## config.mk

```make
export PLATFORM = sky130hd
export DESIGN_NAME = pio_in_edge_capture
export DESIGN_NICKNAME = d
export VERILOG_FILES = /design/src/rtl/pio_in_pkg.sv /design/src/rtl/pio_in_sync.sv /design/src/rtl/pio_in_edge_capture.sv
export SDC_FILE = /design/constraint.sdc
export NUM_CORES = 1
export LEC_CHECK = 0
export BUFFER_PORTS_ARGS = -buffer_cell sky130_fd_sc_hd__buf_2
export CAP_MARGIN = 20
export CORE_ASPECT_RATIO = 0.75
export CORE_UTILIZATION = 46
export CTS_CLUSTER_SIZE = 25
export DETAILED_ROUTE_END_ITERATION = 6
export PLACE_DENSITY_LB_ADDON = 0.15
export SKIP_LAST_GASP = 1
export SYNTH_ARGS = -nofsm -noshare
export SYNTH_HDL_FRONTEND = slang
export SYNTH_SLANG_ARGS = --single-unit
```

## constraint.sdc

```tcl
create_clock -name clk -period 1.6 [get_ports clk]
set_input_delay 0.16 -clock clk [delete_from_list [all_inputs] [get_ports clk]]
set_output_delay 0.16 -clock clk [all_outputs]
set_load 0.01 [all_outputs]
```

## src/rtl/pio_in_pkg.sv

```systemverilog
// pio_in_pkg: shared constants for the PIO input edge-capture slave.
//   Register word addresses, edge-select and interrupt-mode encodings.
package pio_in_pkg;

  localparam logic [1:0] ADDR_DATA    = 2'd0;
  localparam logic [1:0] ADDR_RSVD    = 2'd1;
  localparam logic [1:0] ADDR_IRQMASK = 2'd2;
  localparam logic [1:0] ADDR_EDGECAP = 2'd3;

  localparam int EDGE_RISE = 0;
  localparam int EDGE_FALL = 1;
  localparam int EDGE_ANY  = 2;

  localparam int IRQ_LEVEL = 0;
  localparam int IRQ_EDGE  = 1;

endpackage

```

## src/rtl/pio_in_sync.sv

```systemverilog
// pio_in_sync: WIDTH-wide two-flop synchronizer with a third history flop
// and a per-bit edge detector.
//   clk, reset_n : clock, asynchronous active-low reset
//   in_port      : asynchronous input bits
//   s2           : synchronized input
//   edge_vec     : one-cycle pulse per bit on the selected edge (EDGE_TYPE)
module pio_in_sync
  import pio_in_pkg::*;
#(
  parameter int WIDTH     = 5,
  parameter int EDGE_TYPE = EDGE_RISE
) (
  input  logic             clk,
  input  logic             reset_n,
  input  logic [WIDTH-1:0] in_port,
  output logic [WIDTH-1:0] s2,
  output logic [WIDTH-1:0] edge_vec
);

  logic [WIDTH-1:0] s1;
  logic [WIDTH-1:0] s3;

  always_ff @(posedge clk or negedge reset_n) begin
    if (!reset_n) begin
      s1 <= '0;
      s2 <= '0;
      s3 <= '0;
    end else begin
      s1 <= in_port;
      s2 <= s1;
      s3 <= s2;
    end
  end

  // s3 trails s2 by one cycle, so each transition yields exactly one pulse.
  always_comb begin
    edge_vec = s2 & ~s3;
    if (EDGE_TYPE == EDGE_FALL)
      edge_vec = ~s2 & s3;
    else if (EDGE_TYPE == EDGE_ANY)
      edge_vec = s2 ^ s3;
  end

endmodule

```

## src/rtl/pio_in_edge_capture.sv

```systemverilog
// pio_in_edge_capture: Avalon-MM input PIO with edge capture and interrupt.
//   clk, reset_n      : clock, asynchronous active-low reset
//   address           : 0 data (RO), 1 reserved, 2 irqmask, 3 edgecapture
//   chipselect, read_n, write_n, writedata : slave bus
//   in_port           : asynchronous input pins
//   readdata          : registered read data, holds between reads
//   irq               : active-high interrupt
// Build option: define PIO_IN_BITCLEAR_EN so an edgecapture write clears
// only the bits written as 1; otherwise any such write clears every bit.
module pio_in_edge_capture
  import pio_in_pkg::*;
#(
  parameter int WIDTH     = 5,
  parameter int EDGE_TYPE = EDGE_RISE,
  parameter int IRQ_TYPE  = IRQ_EDGE
) (
  input  logic             clk,
  input  logic             reset_n,
  input  logic [1:0]       address,
  input  logic             chipselect,
  input  logic             read_n,
  input  logic             write_n,
  input  logic [31:0]      writedata,
  input  logic [WIDTH-1:0] in_port,
  output logic [31:0]      readdata,
  output logic             irq
);

  logic [WIDTH-1:0] s2;
  logic [WIDTH-1:0] edge_vec;
  logic [WIDTH-1:0] irqmask;
  logic [WIDTH-1:0] edgecapture;
  logic [WIDTH-1:0] clear_mask;
  logic [31:0]      rd_mux;
  logic             wr_en;
  logic             rd_en;
  logic             ecap_clr;
  logic             unused_wdata;

  pio_in_sync #(
    .WIDTH     (WIDTH),
    .EDGE_TYPE (EDGE_TYPE)
  ) u_sync (
    .clk      (clk),
    .reset_n  (reset_n),
    .in_port  (in_port),
    .s2       (s2),
    .edge_vec (edge_vec)
  );

  assign wr_en    = chipselect & ~write_n;
  assign rd_en    = chipselect & ~read_n;
  assign ecap_clr = wr_en && (address == ADDR_EDGECAP);

`ifdef PIO_IN_BITCLEAR_EN
  assign clear_mask = ecap_clr ? writedata[WIDTH-1:0] : '0;
`else
  assign clear_mask = ecap_clr ? {WIDTH{1'b1}} : '0;
`endif

  // Upper writedata bits have no destination.
  assign unused_wdata = &{1'b0, writedata};

  always_ff @(posedge clk or negedge reset_n) begin
    if (!reset_n) begin
      irqmask     <= '0;
      edgecapture <= '0;
    end else begin
      if (wr_en && (address == ADDR_IRQMASK))
        irqmask <= writedata[WIDTH-1:0];
      // New edges are OR-ed in after the clear, so an edge wins a collision.
      edgecapture <= (edgecapture & ~clear_mask) | edge_vec;
    end
  end

  always_comb begin
    rd_mux = '0;
    case (address)
      ADDR_DATA:    rd_mux[WIDTH-1:0] = s2;
      ADDR_IRQMASK: rd_mux[WIDTH-1:0] = irqmask;
      ADDR_EDGECAP: rd_mux[WIDTH-1:0] = edgecapture;
      default:      rd_mux = '0;
    endcase
  end

  always_ff @(posedge clk or negedge reset_n) begin
    if (!reset_n)
      readdata <= '0;
    else if (rd_en)
      readdata <= rd_mux;
  end

  generate
    if (IRQ_TYPE == IRQ_LEVEL) begin : g_irq_level
      assign irq = |(s2 & irqmask);
    end else begin : g_irq_edge
      assign irq = |(edgecapture & irqmask);
    end
  endgenerate

endmodule

```

==> summary.md <==
| Metric | Value |
|---|---|
| CP arrival | `1290 ps` |
| Pwr dens | `1300 nW/um^2` |
| Reg-to-reg startpoint | `irqmask[2]` |
| Synth-to-Final Area Change | `18.4%` |
| Placed Instances | `163` |
| Slew Limit Fails | `0` |
| GRT Resource Usage Total | `14.2%` |
| First-pass GRT wire length | `3.06 mm` |
| Vias per cell | `4.37` |
| CORE AREA | `2680 sq um` |
| Final Power | `2.05 mW` |
| Clock slew seen by the registers of the worst setup and hold paths | `60 ps` |
| Max Clock Skew | `0.961 ps` |
| Critical Path Start Type | `register` |
| Seq cells post-synth | `30` |
| Synth cell types | `20` |
| Worst skew pair latency | `270 ps` |
| HPWL Detailed | `1.32 mm` |
| Nets | `184` |
| DRC | `0` |
| CTS HTree Levels | `2` |
| Gp weighted congestion | `0.696` |
| DR pass1 iterations | `5` |
| Vias in the first global route | `661` |
| Minimum clock period | `1450 ps` |
| Hold path start | `writedata[3]` |
| Worst R2R Setup Slack | `680 ps` |
| Row count | `16` |
| Starting density of the core | `49.5%` |
| Setup slack at placement | `388 ps` |
| Final Hold Fails | `0` |
| Vias | `773` |
| Final period utilization | `90.4%` |
| Synth Instances | `107` |
| Aggregate negative setup slack | `0 ps` |
| Worst Path Max Fanout | `3` |
| Commonest cells after routing, fill and taps aside | `dfrtp_1 (30), conb_1 (27), buf_2 (22)` |
| RSZ-0062 raised after global routing | `no` |
| Worst reg2reg path endpoint | `readdata[2]` |
| Die area | `3110 sq um` |
| Slew headroom | `56.8%` |
| TritonCTS clock tree | `built` |
| Total Routed Length | `1.91 mm` |
| Most common cell after layout, fill and taps aside | `dfrtp_1` |
| WHS Endpoint | `irqmask[3]` |
| Crit Path Class | `reg2out` |
| Largest net degree at the start of global routing | `31` |
| Synth Warn # | `0` |
| Initial antenna violation count | `0` |
| Fraction of layout cells with a size suffix above 1 | `27.0%` |
| Register area share after synthesis | `56.5%` |
| Global route overflow | `0` |
| Setup ws final | `154 ps` |
| Antenna Cells | `0` |
| Wire length per cell | `10.8 microns` |
| Num CTS Buffers | `5` |
| Cell depth of the worst min-delay path | `2` |
| Boundary Pins | `77` |
| Worst ir drop on vdd | `0.577 mV` |
| Max Clock Freq | `691 MHz` |
| Clk root buf | `clkbuf_8` |
| Die H | `48.5 microns` |
| 1st-iter DRT viols | `33` |
| Hold crit path type | `in2reg` |
| Syn_area_per_cell | `12.4 sq um` |
| Req. time, crit path | `1440 ps` |
| Pleak | `0.783 nW` |
| Non-Filler Instances | `177` |
| ANT nets after route | `0` |
| Critical Path End Type | `primary output` |
| Outcome | `completed` |
| Clk sinks | `30` |
| Final setup violating endpoints | `0` |
| Worst Reg-to-Reg Cells | `3` |
| CTS resizes | `0` |
| Mapped Area | `1330 sq um` |
| Clock Path Buffers | `2` |
| Hold WS | `97.8 ps` |
| Least-Margin Pin Slew | `648 ps` |
| Buffers on Ports | `22` |
| Max cap viols | `0` |
| Die W | `64.1 microns` |
## critical path, cell delays in order (launching register included)
cell and delay, ps:
dfrtp_1 390, a222oi_1 390, nand2_1 80, buf_2 150
## cells in the mapped netlist
master | number | area share, %
a222oi_1 | 1 | 0.75
a22oi_1 | 1 | 0.57
and4bb_4 | 1 | 1.2
buf_2 | 1 | 0.38
buf_4 | 28 | 16
buf_6 | 1 | 0.85
conb_1 | 1 | 0.28
dfrtp_1 | 30 | 56
inv_1 | 5 | 1.4
mux2_1 | 5 | 4.2
mux2i_1 | 5 | 3.8
nand2_1 | 6 | 1.7
nand3_1 | 5 | 1.9
nand4b_2 | 1 | 1.1
nor2b_1 | 1 | 0.47
o211ai_1 | 1 | 0.57
o211ai_2 | 4 | 3.8
o21a_1 | 5 | 2.8
o21ai_0 | 3 | 1.1
o21ai_1 | 2 | 0.75
## cell type report
| cell class | instances | area [sq um] |
|---|---|---|
| timing repair buffer | 30 | 185 |
| tap | 36 | 45.0 |
| multi-input combinational | 68 | 430 |
| clock buffer | 6 | 82.6 |
| clock inverter | 2 | 60.1 |
| inverter | 5 | 18.8 |
| sequential | 30 | 751 |
| fill | 233 | 1110 |
## registers in the layout, summed over array words and instances (netlist names)
signal,cells
u_sync.s3,5
irqmask,5
u_sync.s2,5
u_sync.s1,5
edgecapture,5
readdata,5
## per-layer routing
layer / vias to the layer above / track usage, % / wire length [microns]
met2: 39 / 19.7 / 838
met3: 5 / 5.66 / 141
met5: - / 0 / 0
met4: 0 / 12.5 / 55
met1: 357 / 16.9 / 878
li1: 372 / - / -
## repair_timing
action,CTS,global route
hold buffers,6,0
buffers inserted,0,0
endpoints found under the hold margin,35,0
## cells by family (layout without fill, tap and decap cells)
kind of cell / after synthesis / in the layout / synth area share [%]
multiplexers: 10 / 10 / 8.00
buffers and inverters: 35 / 43 / 18.5
other: 1 / 27 / 0.282
AND/OR/NAND/NOR: 14 / 14 / 6.40
flip-flops: 30 / 30 / 56.5
AO/OA/AOI/OAI: 17 / 17 / 10.4
## per-stage QoR
stage,cell area [sq um],util (%)
2_1_floorplan,1430,-
4_1_cts,1570,58.6
6_report,1570,58.6
3_3_place_gp,1370,51.1
5_1_grt,1570,58.6
3_5_place_dp,1370,51.1
## how the worst max path moves through the flow
| stage | start | endpoint | slack [ps] | depth (start not counted) |
|---|---|---|---|---|
| 2_1_floorplan | irqmask[0] | irq | 630 | 2 |
| 3_3_place_gp | address[0] | irqmask[4] | 410 | 3 |
| 3_5_place_dp | address[0] | irqmask[1] | 390 | 3 |
| 4_1_cts | irqmask[0] | irq | 120 | 3 |
| 5_1_grt | irqmask[0] | irq | 120 | 3 |
| 6_report | irqmask[0] | irq | 150 | 3 |
## power by group
part           total [mW]  switching, mW  internal, mW  leakage [nW]
Clock               0.933          0.269         0.664        0.0714
Sequential          0.886         0.0486         0.837         0.340
Combinational       0.228          0.124         0.104         0.371
Power figures use the tool's default switching activity.
